File: src/rtl/serv_dbg_inject.sv
// ============================================================================
// serv_dbg_inject : runs debug abstract GPR commands by feeding the core a
//                   lw/sw through DATA_ADDR followed by an ebreak. Rev 1.0
// ============================================================================
`default_nettype none

module serv_dbg_inject #(
  parameter logic [11:0] DATA_ADDR   = 12'h7FC,
  parameter logic [31:0] EBREAK_WORD = 32'h00100073
) (
  input  logic        clk,
  input  logic        i_rst_n,
  input  logic        i_cmd_valid,
  output logic        o_cmd_ready,
  input  logic        i_cmd_write,
  input  logic [4:0]  i_cmd_regno,
  input  logic [31:0] i_cmd_data,
  output logic        o_rsp_valid,
  input  logic        i_rsp_ready,
  output logic [31:0] o_rsp_data,
  input  logic        i_ibus_cyc,
  output logic [31:0] o_ibus_rdt,
  output logic        o_ibus_ack,
  input  logic [11:0] i_dbus_adr,
  input  logic [31:0] i_dbus_dat,
  input  logic        i_dbus_we,
  input  logic        i_dbus_cyc,
  output logic [31:0] o_dbus_rdt,
  output logic        o_dbus_ack
);

  typedef enum logic [1:0] {
    S_IDLE = 2'd0,
    S_INJ0 = 2'd1,
    S_INJ1 = 2'd2,
    S_RESP = 2'd3
  } state_t;

  state_t      r_state;
  logic        r_write;
  logic [4:0]  r_regno;
  logic [31:0] r_data;
  logic        r_ibus_ack;
  logic [31:0] r_ibus_rdt;
  logic        r_dbus_ack;
  logic [31:0] r_dbus_rdt;

  logic        w_inj;
  logic        w_fetch;
  logic        w_dbus_hit;
  logic [31:0] w_lw;
  logic [31:0] w_sw;
  logic [31:0] w_insn;

  // A write command loads the GPR from the data register; a read stores it there.
  assign w_lw   = {DATA_ADDR, 5'd0, 3'b010, r_regno, 7'b0000011};
  assign w_sw   = {DATA_ADDR[11:5], r_regno, 5'd0, 3'b010, DATA_ADDR[4:0], 7'b0100011};
  assign w_insn = (r_state == S_INJ0) ? (r_write ? w_lw : w_sw) : EBREAK_WORD;

  // Gating on the current ack keeps each handshake a single-cycle pulse while
  // the core still holds cyc during the ack cycle.
  assign w_inj      = (r_state == S_INJ0) || (r_state == S_INJ1);
  assign w_fetch    = i_ibus_cyc && !r_ibus_ack && w_inj;
  assign w_dbus_hit = i_dbus_cyc && (i_dbus_adr == DATA_ADDR) && !r_dbus_ack;

  always_ff @(posedge clk or negedge i_rst_n) begin
    if (!i_rst_n) begin
      r_state    <= S_IDLE;
      r_write    <= 1'b0;
      r_regno    <= 5'd0;
      r_data     <= 32'd0;
      r_ibus_ack <= 1'b0;
      r_ibus_rdt <= 32'd0;
      r_dbus_ack <= 1'b0;
      r_dbus_rdt <= 32'd0;
    end else begin
      r_ibus_ack <= w_fetch;
      r_ibus_rdt <= w_fetch ? w_insn : 32'd0;
      r_dbus_ack <= w_dbus_hit;
      r_dbus_rdt <= (w_dbus_hit && !i_dbus_we) ? r_data : 32'd0;

      if (r_dbus_ack && i_dbus_we) begin
        r_data <= i_dbus_dat;
      end

      case (r_state)
        S_IDLE: begin
          if (i_cmd_valid) begin
            r_write <= i_cmd_write;
            r_regno <= i_cmd_regno;
            if (i_cmd_write) begin
              r_data <= i_cmd_data;
            end
            r_state <= S_INJ0;
          end
        end
        S_INJ0: begin
          if (r_ibus_ack) begin
            r_state <= S_INJ1;
          end
        end
        S_INJ1: begin
          if (r_ibus_ack) begin
            r_state <= S_RESP;
          end
        end
        S_RESP: begin
          if (i_rsp_ready) begin
            r_state <= S_IDLE;
          end
        end
        default: r_state <= S_IDLE;
      endcase
    end
  end

  assign o_cmd_ready = (r_state == S_IDLE);
  assign o_rsp_valid = (r_state == S_RESP);
  assign o_rsp_data  = r_data;
  assign o_ibus_ack  = r_ibus_ack;
  assign o_ibus_rdt  = r_ibus_rdt;
  assign o_dbus_ack  = r_dbus_ack;
  assign o_dbus_rdt  = r_dbus_rdt;

endmodule

`default_nettype wire

File: config.mk
export PLATFORM = sky130hd
export DESIGN_NAME = serv_dbg_inject
export DESIGN_NICKNAME = d
export VERILOG_FILES = /design/src/rtl/serv_dbg_inject.sv
export SDC_FILE = /design/constraint.sdc
export NUM_CORES = 1
export LEC_CHECK = 0
export ABC_AREA = 1
export CORE_ASPECT_RATIO = 0.7
export CORE_MARGIN = 2
export CORE_UTILIZATION = 40
export CTS_CLUSTER_SIZE = 30
export DETAILED_ROUTE_END_ITERATION = 6
export PLACE_DENSITY = 0.8
export SYNTH_ARGS = -nofsm -noshare
export SYNTH_HDL_FRONTEND = slang
export SYNTH_SLANG_ARGS = --single-unit
File: constraint.sdc
create_clock -name clk -period 3.9 [get_ports clk]
set_input_delay 0.78 -clock clk [delete_from_list [all_inputs] [get_ports clk]]
set_output_delay 0.78 -clock clk [all_outputs]
set_load 0.01 [all_outputs]
==> results by group <==
Placed design
  – Routability Congestion: 0.813
  – Pre-CTS setup slack: 0.901 ns
  – Port Buffers: 178
  – DP Area: between 5000 and 6000 um^2
  – Cells after DPL: 670
  – DP HPWL: about 6.7 mm

Timing
  – Fin. Hold Viols: 0
  – Post-Route Setup TNS: 0 ns
  – RSZ-0062 raised after global routing: false
  – Final setup viols: 0
  – Clk_skew: 0.00893 ns
  – Crit share post-route: 0.694
  – Minimum clock period: about 2.7 ns
  – Slew Limit Headroom: 0.219
  – Worst slew pin tran: 1.17 ns
  – Pins over their slew limit: 0
  – Final Worst Setup Slack: roughly 1.2 ns
  – Fmax: 369 MHz

Pwr
  – Sw Ratio: 0.324
  – Flop pwr share: 0.393
  – Worst vdd ir: 281 uV
  – Clk pwr share: 0.248
  – Cell Int Power: between 2 and 2.5 mW
  – Combinational share of power: 0.359
  – Leakage: 2.75 nW
  – Power density cells: 588 nW/um^2
  – Switching power: about 1.1 mW

Finish
  – Most frequent cells in the layout: clkdlybuf4s50_1 (177), dfrtp_1 (87), inv_1 (53)
  – Post-Layout Inst Area: 5750 um^2
  – Finished Core Util: 0.634
  – Fill cells: 748
  – Sequential cell area: 2180 um^2
  – Area occupied by multi-input gates: 1130 um^2
  – Final net count: 650
  – Layout cells sized above 1: 0.0909
  – Layout area overhead: 53.9%
  – Fin cells: 685
  – Ant diodes: 0
  – Most common cell after layout, fill and taps aside: clkdlybuf4s50_1

Logic synthesis
  – Synthesized instance count: 398
  – Mapped Area: approximately 3700 um^2
  – Yosys reg bits: 87
  – Syn Area/Cell: 9.38 um^2
  – Yosys warns: 0
  – Yosys cell types: 21
  – Sequential area share after synthesis: 0.583

Route
  – DRC: 0
  – Vias per cell: 4.63
  – Drt first pass iters: 4
  – ANT nets after route: 0
  – Routed wire length: 9.36 mm
  – Drt wl/cell: about 14 um
  – Initial DRC Count: 126
  – Via count: about 3,200

Worst setup path
  – Reg2Reg Depth: 3
  – Worst path max stage delay: 0.83 ns
  – Worst Path Max Fanout: 32
  – Critical Path RT: 4.03 ns
  – CP dominant cell by count: nand2_1
  – CP Cell Sequence: clkdlybuf4s50_1 -> nand2_1 -> nand2_1 -> a31oi_1
  – Cell count along the critical path: 4
  – Setup CP Type: input port to flip-flop
  – CP Capture Type: flip-flop
  – Crit path buf inv count: 1
  – Top delay family on crit path: simple AND/OR/NAND/NOR gates
  – Critical path launch point type: input port
  – Slowest CP cell: nand2_1
  – Arrival @ worst endpoint: roughly 2.8 ns

GRT
  – Global-route wire length before repair: 14.8 mm
  – Gr usage total: 0.185
  – Vias in the first global route: 3,062
  – Initial antenna violation count: 0
  – Gr ovfl total: 0
  – Largest net degree at the start of global routing: 88

Floorplanning
  – IO Pins: ~190
  – Die height: 84.8 um
  – Total die area: 10,100 um^2
  – Core ar.: 9070 um^2
  – Placement Rows: 29
  – Starting density of the core: 0.412
  – Die W: ~120 um

CTS
  – Clock Sinks: a little under 90
  – Number of buffers added for setup after CTS: 0
  – Clock buffer depth: 2
  – Cts bufs inserted: 9
  – H-tree depth: 3
  – Root Buffer: clkbuf_16
  – # hold bufs at CTS: 0
  – Clock slew at reported path FFs: 0.06 ns
  – CTS tree: yes
  – Post-CTS sizing: 0
  – Later-pin clock latency in the skew report: roughly 0.32 ns

Hold path
  – WHS Path Cells: 2
  – Hold Crit Class: flip-flop to flip-flop

Job
  – Max-cap violations: 0

Outcome
  – Status: finished clean
## worst reg2reg max path, delay by kind of cell, from the launching register on
family           cells  cell delay, ns
AND/OR/NAND/NOR      2            1.22
flip-flops           1            0.88
AO/OA/AOI/OAI        1            0.12
## path summary, 6_finish.rpt
kind | start | endpoint | slack, ns
hold / removal | r_regno[1] | o_ibus_rdt[8] | 0.52
hold reg to reg | r_regno[1] | o_ibus_rdt[8] | 0.52
setup reg to reg | o_dbus_ack | o_rsp_data[4] | 1.49
min in group asynchronous | i_rst_n | o_dbus_rdt[24] | 0.64
max in group asynchronous | i_rst_n | o_rsp_data[23] | 2.56
setup / recovery | i_dbus_we | o_rsp_data[4] | 1.19
## metal layers
layer / part of all wire / global-route usage / up-vias / wire length (um)
met3: 0.088 / 0.0538 / 4 / 827
met2: 0.48 / 0.304 / 147 / 4460
met1: 0.43 / 0.245 / 1482 / 4040
met4: 0.0038 / 0.0417 / 0 / 36
li1: - / - / 1539 / -
met5: 0 / 0 / - / 0
## power groups by stage
| stage | sequential, mW | clock, mW | combinational, mW |
|---|---|---|---|
| 2_1_floorplan | 1.39 | 0 | 0.515 |
| 3_3_place_gp | 1.33 | 0 | 1.19 |
| 3_5_place_dp | 1.34 | 0 | 1.22 |
| 4_1_cts | 1.33 | 0.858 | 1.22 |
| 5_1_grt | 1.36 | 0.888 | 1.33 |
| 6_report | 1.33 | 0.839 | 1.21 |
## cell usage after synthesis
cell type	count	area, um^2
dfrtp_1	87	2180
inv_1	53	199
nand2_1	53	199
nor2_1	40	150
nand3_1	33	165
a31oi_1	32	200
nor2_2	31	194
buf_4	19	143
clkbuf_1	9	33.8
o21ai_0	9	45.0
a21oi_1	8	40.0
buf_2	8	40.0
buf_6	4	45.0
ha_1	4	50.1
nor3_1	2	10.0
and2_1	1	6.26
buf_1	1	3.75
conb_1	1	3.75
nand3_4	1	17.5
nand4_1	1	6.26
or2_1	1	6.26
## stage by stage
step	power, mW	hold slack (ns)
2_1_floorplan	1.91	0.465
6_report	3.38	0.524
3_3_place_gp	2.51	0.500
5_1_grt	3.59	0.545
4_1_cts	3.41	0.526
3_5_place_dp	2.56	0.515
## registers in the layout, summed over array words and instances, names as in the netlist
name and count:
r_state 2, o_ibus_rdt 14, o_rsp_data 32, r_write 1, r_regno 5, o_dbus_ack 1
o_dbus_rdt 32
## final cells by class
type                       count  share of cell area
sequential                    87               0.379
tap                          124              0.0270
clock buffer                   9              0.0392
multi-input combinational    226               0.197
timing repair buffer         180               0.312
inverter                      53              0.0346
clock inverter                 6              0.0118
## cells by family after synthesis
logic type                 share of synthesized area
and+or+nand+nor                                0.202
buffers and inverters                          0.124
DFF                                            0.583
AOI/OAI and AO/OA                             0.0764
adders and majority gates                     0.0134
other                                        0.00100
Note: power is estimated with default switching activity, not from simulation.
